## config.mk

```make
export PLATFORM = sky130hd
export DESIGN_NAME = dcache_wb_ctrl_flat
export DESIGN_NICKNAME = d
export VERILOG_FILES = /design/src/rtl/dcache_wb_ctrl_pkg.sv /design/src/rtl/dcache_wb_ctrl_if.sv /design/src/rtl/dcache_array.sv /design/src/rtl/dcache_wb_ctrl.sv /design/src/flat_wrapper.sv
export SDC_FILE = /design/constraint.sdc
export NUM_CORES = 2
export LEC_CHECK = 0
export CAP_MARGIN = 20
export CORE_AREA = 4 4 359 715
export CTS_CLUSTER_DIAMETER = 100
export DETAILED_ROUTE_END_ITERATION = 6
export DIE_AREA = 0 0 363 719
export GPL_ROUTABILITY_DRIVEN = 0
export SLEW_MARGIN = 5
export SYNTH_ARGS = -nofsm -noshare
export SYNTH_HDL_FRONTEND = slang
export SYNTH_SLANG_ARGS = --single-unit
```

## constraint.sdc

```tcl
create_clock -name clk -period 4.65 [get_ports clk]
set_clock_uncertainty 0.15 [all_clocks]
set_input_delay 0.465 -clock clk [delete_from_list [all_inputs] [get_ports clk]]
set_output_delay 0.465 -clock clk [all_outputs]
set_load 0.05 [all_outputs]
```

## src/rtl/dcache_wb_ctrl_pkg.sv

```systemverilog
// Shared types and constants for the write-back data cache controller.
package dcache_wb_ctrl_pkg;

    typedef enum logic [1:0] {
        IDLE = 2'd0,
        WB   = 2'd1,
        RF   = 2'd2
    } cacheState_t;

    localparam int LINE_W       = 128;
    localparam int WORD_SEL_LSB = 2;
    localparam int OFFSET_W     = 4;

    // Address bits left for the tag once the byte offset and index are removed.
    function automatic int tagWidth(input int lines);
        return 32 - OFFSET_W - $clog2(lines);
    endfunction

endpackage

```

## src/rtl/dcache_wb_ctrl_if.sv

```systemverilog
// Line-wide request/acknowledge port between the data cache and main memory.
interface dcache_wb_ctrl_if;
    import dcache_wb_ctrl_pkg::*;

    logic              mem_req;
    logic              mem_we;
    logic [31:0]       mem_addr;
    logic [LINE_W-1:0] mem_wdata;
    logic              mem_ack;
    logic [LINE_W-1:0] mem_rdata;

    modport master (
        output mem_req, mem_we, mem_addr, mem_wdata,
        input  mem_ack, mem_rdata
    );

    modport slave (
        input  mem_req, mem_we, mem_addr, mem_wdata,
        output mem_ack, mem_rdata
    );

endinterface

```

## src/rtl/dcache_array.sv

```systemverilog
// Direct-mapped line storage: valid/dirty/tag/data with one async read port
// and one sync write port (single word or whole line).
module dcache_array
    import dcache_wb_ctrl_pkg::*;
#(
    parameter int LINES = 16,
    parameter int IDX_W = 4,
    parameter int TAG_W = 24
) (
    input  logic              clk,
    input  logic              reset,
    input  logic [IDX_W-1:0]  rdIdx,
    output logic              rdValid,
    output logic              rdDirty,
    output logic [TAG_W-1:0]  rdTag,
    output logic [LINE_W-1:0] rdLine,
    input  logic              wrEn,
    input  logic              wrLineMode,
    input  logic [IDX_W-1:0]  wrIdx,
    input  logic [1:0]        wrWord,
    input  logic [31:0]       wrWordData,
    input  logic [LINE_W-1:0] wrLine,
    input  logic [TAG_W-1:0]  wrTag
);

    logic [LINES-1:0]  valid;
    logic [LINES-1:0]  dirty;
    logic [TAG_W-1:0]  tagArr  [LINES];
    logic [LINE_W-1:0] dataArr [LINES];

    assign rdValid = valid[rdIdx];
    assign rdDirty = dirty[rdIdx];
    assign rdTag   = tagArr[rdIdx];
    assign rdLine  = dataArr[rdIdx];

    // A refill leaves the line clean; a word store marks it dirty.
    always_ff @(posedge clk or negedge reset) begin
        if (!reset) begin
            valid <= '0;
            dirty <= '0;
        end else if (wrEn) begin
            if (wrLineMode) begin
                valid[wrIdx] <= 1'b1;
                dirty[wrIdx] <= 1'b0;
            end else begin
                dirty[wrIdx] <= 1'b1;
            end
        end
    end

    always_ff @(posedge clk) begin
        if (wrEn) begin
            if (wrLineMode) begin
                dataArr[wrIdx] <= wrLine;
                tagArr[wrIdx]  <= wrTag;
            end else begin
                dataArr[wrIdx][{wrWord, 5'b0} +: 32] <= wrWordData;
            end
        end
    end

endmodule

```

## src/rtl/dcache_wb_ctrl.sv

```systemverilog
// Write-back, write-allocate direct-mapped data cache controller.
//   state | meaning
//   IDLE  | serve hits; on a miss pick writeback or refill
//   WB    | write the dirty victim line to memory, wait for ack
//   RF    | read the requested line from memory, wait for ack
module dcache_wb_ctrl
    import dcache_wb_ctrl_pkg::*;
#(
    parameter int LINES = 16
) (
    input  logic                   clk,
    input  logic                   reset,
    input  logic                   MemtoRegM,
    input  logic                   MemWriteM,
    input  logic [31:0]            ALUOutM,
    input  logic [31:0]            WriteDataM,
    output logic [31:0]            ReadDataM,
    output logic                   Cache_Stall,
    dcache_wb_ctrl_if.master       memBus,
    output logic [15:0]            hit_count,
    output logic [15:0]            miss_count
);

    localparam int IDX_W = $clog2(LINES);
    localparam int TAG_W = tagWidth(LINES);

    cacheState_t state, stateNext;

    logic [1:0]        reqWord;
    logic [IDX_W-1:0]  reqIdx;
    logic [TAG_W-1:0]  reqTag;
    logic              req, isLoad, isStore, hit;
    logic              rdValid, rdDirty;
    logic [TAG_W-1:0]  rdTag;
    logic [LINE_W-1:0] rdLine;
    logic              wrEn, wrLineMode;
    logic              stall, hitInc, missInc;
    logic              unusedByteOffset;

    assign reqWord          = ALUOutM[WORD_SEL_LSB +: 2];
    assign reqIdx           = ALUOutM[OFFSET_W +: IDX_W];
    assign reqTag           = ALUOutM[OFFSET_W + IDX_W +: TAG_W];
    assign unusedByteOffset = ^ALUOutM[WORD_SEL_LSB-1:0];

    assign isStore = MemWriteM;
    assign isLoad  = MemtoRegM & ~MemWriteM;
    assign req     = MemtoRegM | MemWriteM;
    assign hit     = req & rdValid & (rdTag == reqTag);

    dcache_array #(
        .LINES (LINES),
        .IDX_W (IDX_W),
        .TAG_W (TAG_W)
    ) u_array (
        .clk        (clk),
        .reset      (reset),
        .rdIdx      (reqIdx),
        .rdValid    (rdValid),
        .rdDirty    (rdDirty),
        .rdTag      (rdTag),
        .rdLine     (rdLine),
        .wrEn       (wrEn),
        .wrLineMode (wrLineMode),
        .wrIdx      (reqIdx),
        .wrWord     (reqWord),
        .wrWordData (WriteDataM),
        .wrLine     (memBus.mem_rdata),
        .wrTag      (reqTag)
    );

    always_ff @(posedge clk or negedge reset) begin
        if (!reset) state <= IDLE;
        else        state <= stateNext;
    end

    always_comb begin
        stateNext        = state;
        stall            = 1'b0;
        hitInc           = 1'b0;
        missInc          = 1'b0;
        wrEn             = 1'b0;
        wrLineMode       = 1'b0;
        ReadDataM        = '0;
        memBus.mem_req   = 1'b0;
        memBus.mem_we    = 1'b0;
        memBus.mem_addr  = '0;
        memBus.mem_wdata = '0;
        unique case (state)
            IDLE: begin
                if (hit) begin
                    hitInc = 1'b1;
                    if (isStore) wrEn      = 1'b1;
                    if (isLoad)  ReadDataM = rdLine[{reqWord, 5'b0} +: 32];
                end else if (req) begin
                    stall     = 1'b1;
                    missInc   = 1'b1;
                    stateNext = (rdValid && rdDirty) ? WB : RF;
                end
            end
            WB: begin
                stall            = 1'b1;
                memBus.mem_req   = 1'b1;
                memBus.mem_we    = 1'b1;
                memBus.mem_addr  = {rdTag, reqIdx, {OFFSET_W{1'b0}}};
                memBus.mem_wdata = rdLine;
                if (memBus.mem_ack) stateNext = RF;
            end
            RF: begin
                stall           = 1'b1;
                memBus.mem_req  = 1'b1;
                memBus.mem_addr = {reqTag, reqIdx, {OFFSET_W{1'b0}}};
                if (memBus.mem_ack) begin
                    wrEn       = 1'b1;
                    wrLineMode = 1'b1;
                    stateNext  = IDLE;
                end
            end
            default: stateNext = IDLE;
        endcase
    end

    // The pipeline must see no stall while reset holds the cache empty.
    assign Cache_Stall = stall & reset;

    always_ff @(posedge clk or negedge reset) begin
        if (!reset) begin
            hit_count  <= '0;
            miss_count <= '0;
        end else begin
            if (hitInc)  hit_count  <= hit_count + 16'd1;
            if (missInc) miss_count <= miss_count + 16'd1;
        end
    end

endmodule
```

## src/flat_wrapper.sv

```systemverilog
// flat-port wrapper written by rule: the top's interface ports become plain ports
module dcache_wb_ctrl_flat import dcache_wb_ctrl_pkg::*;
#(
    parameter int LINES = 16
)
  (clk, reset, MemtoRegM, MemWriteM, ALUOutM, WriteDataM, ReadDataM, Cache_Stall, hit_count, miss_count, memBus_mem_req, memBus_mem_we, memBus_mem_addr, memBus_mem_wdata, memBus_mem_ack, memBus_mem_rdata);
  dcache_wb_ctrl_if memBus_i ();
  input  logic clk;
  input  logic reset;
  input  logic MemtoRegM;
  input  logic MemWriteM;
  input  logic [31:0] ALUOutM;
  input  logic [31:0] WriteDataM;
  output logic [31:0] ReadDataM;
  output logic Cache_Stall;
  output logic [15:0] hit_count;
  output logic [15:0] miss_count;
  output wire logic [$bits(memBus_i.mem_req)-1:0] memBus_mem_req;
  output wire logic [$bits(memBus_i.mem_we)-1:0] memBus_mem_we;
  output wire logic [$bits(memBus_i.mem_addr)-1:0] memBus_mem_addr;
  output wire logic [$bits(memBus_i.mem_wdata)-1:0] memBus_mem_wdata;
  input wire logic [$bits(memBus_i.mem_ack)-1:0] memBus_mem_ack;
  input wire logic [$bits(memBus_i.mem_rdata)-1:0] memBus_mem_rdata;
  assign memBus_mem_req = memBus_i.mem_req;
  assign memBus_mem_we = memBus_i.mem_we;
  assign memBus_mem_addr = memBus_i.mem_addr;
  assign memBus_mem_wdata = memBus_i.mem_wdata;
  assign memBus_i.mem_ack = memBus_mem_ack;
  assign memBus_i.mem_rdata = memBus_mem_rdata;
  dcache_wb_ctrl #(.LINES(LINES)) u_core (.clk(clk), .reset(reset), .MemtoRegM(MemtoRegM), .MemWriteM(MemWriteM), .ALUOutM(ALUOutM), .WriteDataM(WriteDataM), .ReadDataM(ReadDataM), .Cache_Stall(Cache_Stall), .memBus(memBus_i), .hit_count(hit_count), .miss_count(miss_count));
endmodule
```

* After elaboration in Yosys (flattened, before gate mapping) *
Memories as Yosys holds them, arrays and structs flattened.
Cells that the tools add are included.

operators by class
  add/subtract/negate cells = 3
  magnitude comparators = 2
  equal/unequal tests = 7
  shift operators = 3
  muxes and demuxes = 165
  bitwise operators = 138
  reductions and logical operators = 6

operators with widths
  operator                  count
  $mux 128                  2
  $mux 1                    147
  $or 1x1->1                129
  $shift 32x9->128 const A  1
  $shiftx 128x8->32         1
  $shiftx 32x9->128         1
  $mux 32                   3
  $pmux 32 s2               1
  $add 16x1->16 const B     2
  $or 16x16->16             2
  $eq 24x24->1              1
  $and 16x16->16            1
  $mux 16                   1
  $not 16->16               1
  $mux 2                    5
  $neg 7->9                 1
  $bmux 1 s4                2
  $ne 2x2->1 const B        3
  $pmux 2 s3                1
  $lt 4x5->1 const B        1
  $and 1x1->1               4
  $demux 1 s4               1
  $ge 4x1->1 const B        1
  $pmux 1 s2                2
  9 further kinds           10

word-level totals
  flip-flop bits (word level) = 66
  memory bits (writable) = 2,432
  input bits = 197
  logic and storage cells = 331
  memories kept = 2

memory list
  name                    depth  bits a word  read ports  clocked after memory_dff  write ports  line                source
  u_core.u_array.dataArr  16     128          1           0                         1            dcache_array.sv:29  logic [LINE_W-1:0] dataArr [LINES];
  u_core.u_array.tagArr   16     24           1           0                         1            dcache_array.sv:28  logic [TAG_W-1:0] tagArr [LINES];

* Depth between registers and ports, before layout *
  depth after elaboration = 9
  mapped depth = 14
  gate-level depth less buffers = 9

* Modules after synthesis *
From an unflattened synthesis, not the netlist that was laid out.

unflattened totals
  cell total of the unflattened synthesis = 4,783
  area total of the unflattened synthesis = 99,202.6 µm²

by module, submodules not included
  module          times used  cells an instance  area each (µm²)  seq. area each (µm²)
  dcache_array    1           4,290              94,827.2         73,830.8
  dcache_wb_ctrl  1           493                4,375.4          850.8

* Worst setup path after synthesis *
No wires, ideal clock.

  path type = input to register
  start = input port ALUOutM[5]
  end = memory u_core.u_array.dataArr[13][100] (enable)
  setup time = 0.421 ns
  arrival time = 4.901 ns
  data required time = 4.079 ns
  slack = -0.822 ns
  stages = 14
  path buffers = 5
  path through = buf_2 -> buf_2 -> buf_2 -> buf_2 -> mux4_2 -> xnor2_1 -> nand3_1 -> a2111oi_0 -> a31oi_1 -> a211o_1 -> nor3_4 -> a21oi_1 -> clkbuf_1 -> nor2_1

on the way
  word-level cells in the longest chain between the ends = 9
  elaborated cells between the ends (all ways) = 13

RTL lines
  item                                                                   line                source
  start: declaration                                                     flat_wrapper.sv:12  input logic [31:0] ALUOutM;
  parallel branches: the longest is 9 deep, another holds $mem_v2 16x24  n/a
  end: declaration                                                       dcache_array.sv:29

Several ways; the timed one is not identified. The select of a mux whose other input is x is not followed.

* Worst setup path in the final report *
  start = memory u_core.u_array.tagArr[15][17]
  end = output port ReadDataM[15]

on the way
  word-level cells in the longest chain between the ends = 5

RTL lines
  item                line                  source
  start: declaration  dcache_array.sv:28
  $mem_v2 16x24       n/a
  $eq 24x24->1        dcache_wb_ctrl.sv:48  assign hit = req & rdValid & (rdTag == reqTag);
  $and 1x1->1         dcache_wb_ctrl.sv:48
  $mux 32             dcache_wb_ctrl.sv:90  if (hit) begin
  $mux 32             dcache_wb_ctrl.sv:88  unique case (state)
  end: declaration    flat_wrapper.sv:14    output logic [31:0] ReadDataM;

No other way between the ends.

==> results by group <==
Placement
  • Pre-CTS WS: -0.146 ns
  • IO Port Bufs: 417
  • Hpwl dp: 217 mm

Power
  • Leakage power: 41.2 nW
  • Worst IR drop on VDD: 0.445 mV
  • Pwr per Cell Area: 406 nW/um^2

Logic synthesis
  • Largest family of logic cells by synthesized area: multiplexers
  • Simple-Gate Fraction of Synth Area: 2.91%
  • Fraction of registers with async set/reset: 2.64%
  • Synth Instances: 4675
  • Post-Syn Area: 100000 um^2
  • Synth Flop Type: edfxtp_1
  • Post-synth EDFFs: 2432
  • Mux cell area share after synthesis: 19.3%
  • Synth Register Bits: 2498
  • Synth unique cells: 60
  • XOR/XNOR share of the synthesized area: 0.577%
  • Warnings from Yosys: 0
  • Synth Area in Compound Gates: 0.931%
  • Syn Area/Cell: 21.4 um^2
  • Sequential area share after synthesis: 74.6%
  • Adder-cell share of the synthesized area: 0.137%

Status
  • Status: finished, violations left
  • Violated checks: negative setup slack

Hold path
  • Hold path start: ALUOutM[20]
  • Hold Path Class: input pin to register

Clock network
  • Max clock buf depth: 4
  • CTS Sinks: 2498
  • CTS root buf: clkbuf_16
  • Worst-skew pair later-pin latency: 0.88 ns
  • Clock transition at path regs: 0.07 ns
  • H-tree Lvls: 4
  • TritonCTS clock tree: done
  • TritonCTS Buffers: 224

Floorplanning
  • Full die area: 261000 um^2
  • FP Rows: 260
  • Ports: 424
  • Core box area: 251000 um^2
  • DIE HEIGHT: 719 um
  • Starting density of the core: 39.9%
  • Die W: 363 um

Timing
  • Max-slew headroom: 14.0%
  • Period utilisation layout: 106%
  • Final number of hold-violating endpoints: 0
  • Final setup violation count: 32
  • Max Transition Viols Final: 0
  • Hold_ws: 0.157 ns
  • FMAX: 0.203 GHz
  • Least-Margin Pin Slew: 1.29 ns
  • RSZ-0062 raised after global routing: yes
  • Final worst slack: -0.282 ns
  • Min cycle time layout: 4.93 ns
  • Sum Neg Setup Slack: -7.78 ns

Global route
  • Global route total overflow: 0
  • Largest net degree at the start of global routing: 171
  • Vias in the first global route: 54800
  • First-pass GRT wire length: 443 mm
  • GRT Overall Usage: 24.4%
  • Initial antenna violation count: 55

Setup path
  • Crit path DAT: 4.32 ns
  • CP required: 4.03 ns
  • Crit start category: register
  • Critical Path Source: u_core.u_array.tagArr[15][17]
  • Crit path kind: register to output pin
  • Critical path endpoint category: output pin
  • Peak fanout along the critical path: 32
  • Worst r2r src: u_core.u_array.tagArr[15][17]

Detailed routing
  • DR pass1 iterations: 5
  • Via density: 5.83
  • Vias: 53600
  • Remaining antenna violation count after routing: 0
  • DR WL/cell: 35.0 um
  • Final WL: 322 mm
  • Starting DRT DRC Count: 6384
  • DRC: 0

Cells and area
  • Commonest non-fill, non-tap cells in the layout: 2432 x edfxtp_1, 763 x mux4_2, 604 x buf_4
  • Final nets: 5919
  • Commonest non-fill, non-tap cell in the layout: edfxtp_1
  • Area Growth Syn to Fin: 22.5%
  • Ratio of cells with drive above 1 in the final layout: 35.4%

Run
  • Max_cap viols: 0
synthesized netlist by cell type, types with 4 or more instances:
library cell	count	share of area, %
dfrtp_1	66	1.6
o211ai_1	5	0.037
mux4_2	763	17
buf_2	43	0.21
xnor2_1	39	0.34
nand3_1	22	0.11
o22ai_1	5	0.031
inv_1	144	0.54
nor3b_1	4	0.030
nor3_1	10	0.050
a22o_1	8	0.070
o21ai_0	46	0.23
or2_2	18	0.11
buf_4	4	0.030
clkbuf_1	144	0.54
and3_1	11	0.069
nand4_1	14	0.087
a21boi_0	8	0.060
a22oi_1	25	0.19
mux2_2	13	0.15
xor2_1	27	0.24
a21oi_1	10	0.050
nand2_1	196	0.73
nor4_1	5	0.031
a31oi_1	4	0.025
nor2b_1	52	0.32
edfxtp_1	2432	73
o21ai_1	5	0.025
buf_1	65	0.24
ha_1	11	0.14
mux2i_1	198	2.0
nor2_1	96	0.36
and2_1	139	0.87
critical path: stages, from the launching register on:
cell       delay, ns
edfxtp_1        0.36
mux4_2          0.53
mux2i_1         0.18
xor2_1          0.35
o2111ai_1       0.16
or4_4           0.50
a21oi_2         0.17
nand4_1         0.15
or3b_4          0.43
buf_12          0.20
nor2b_1         0.15
buf_4           0.13
buf_12          0.12
power breakdown:
group          switching (mW)  internal (mW)  leakage, nW  total, mW
Sequential              0.160           25.2         22.8       25.3
Combinational            3.35           2.03         14.8       5.37
Clock                    8.32           10.8         3.63       19.1
routing by layer:
metal / GRT usage, % / routed length [um]
met5: 0 / 175
met4: 10.0 / 14000
met3: 5.72 / 30900
met2: 40.5 / 160000
met1: 31.1 / 116000
state kept, by name, summed over array words and instances, names as in the netlist, named ones only:
register and flops:
u_core.state 2, u_core.hit_count 16, u_core.u_array.dataArr 2048, u_core.miss_count 16, u_core.u_array.tagArr 384, u_core.u_array.valid 16
worst paths after layout:
kind,endpoint,slack (ns),cells past startpoint
min,u_core.u_array.tagArr[5][12],0.16,1
min reg2reg,u_core.u_array.valid[9],0.32,1
max in group asynchronous,u_core.hit_count[8],3.49,3
max,ReadDataM[15],-0.28,12
min in group asynchronous,u_core.miss_count[4],0.23,3
max reg2reg,u_core.hit_count[11],0.03,23
cell families (layout without fill, tap and decap cells):
kind of cell | Yosys count | in the layout
fa+ha+maj | 11 | 11
flops | 2498 | 2498
compound gates | 140 | 140
buf+inv | 403 | 1614
other cells | 1 | 37
xor+xnor | 66 | 66
simple gates | 582 | 582
mux | 974 | 974
final cells by class:
type | count | area [um^2]
multi-input cells | 1777 | 24700
clock buffers | 250 | 5730
repair buffers | 1063 | 11100
diodes | 33 | 82.6
clock inverters | 154 | 1660
fillers | 20300 | 128000
flip-flops and latches | 2498 | 74700
inverters | 147 | 559
well taps | 3275 | 4100
stage by stage:
stage | cells | util [%] | power [mW] | instance area (um^2)
after detailed placement | 8747 | 45.8 | 31.2 | 115000
after global placement | 8746 | 45.8 | 31.1 | 115000
after CTS | 9167 | 48.9 | 50.1 | 123000
after floorplan | 4678 | - | 28.4 | 101000
after global routing | 9177 | 48.9 | 51.2 | 123000
final | 9197 | 48.9 | 49.8 | 123000
what timing repair did:
action | 4_1_cts | 5_1_grt
hold endpoints to repair | 66 | 0
gates resized for setup | 51 | 6
pin swaps | 6 | 3
setup endpoints to repair | 33 | 35
setup buffers | 16 | 0
hold buffers | 1 | 0
(Power assumes the default switching activity.)
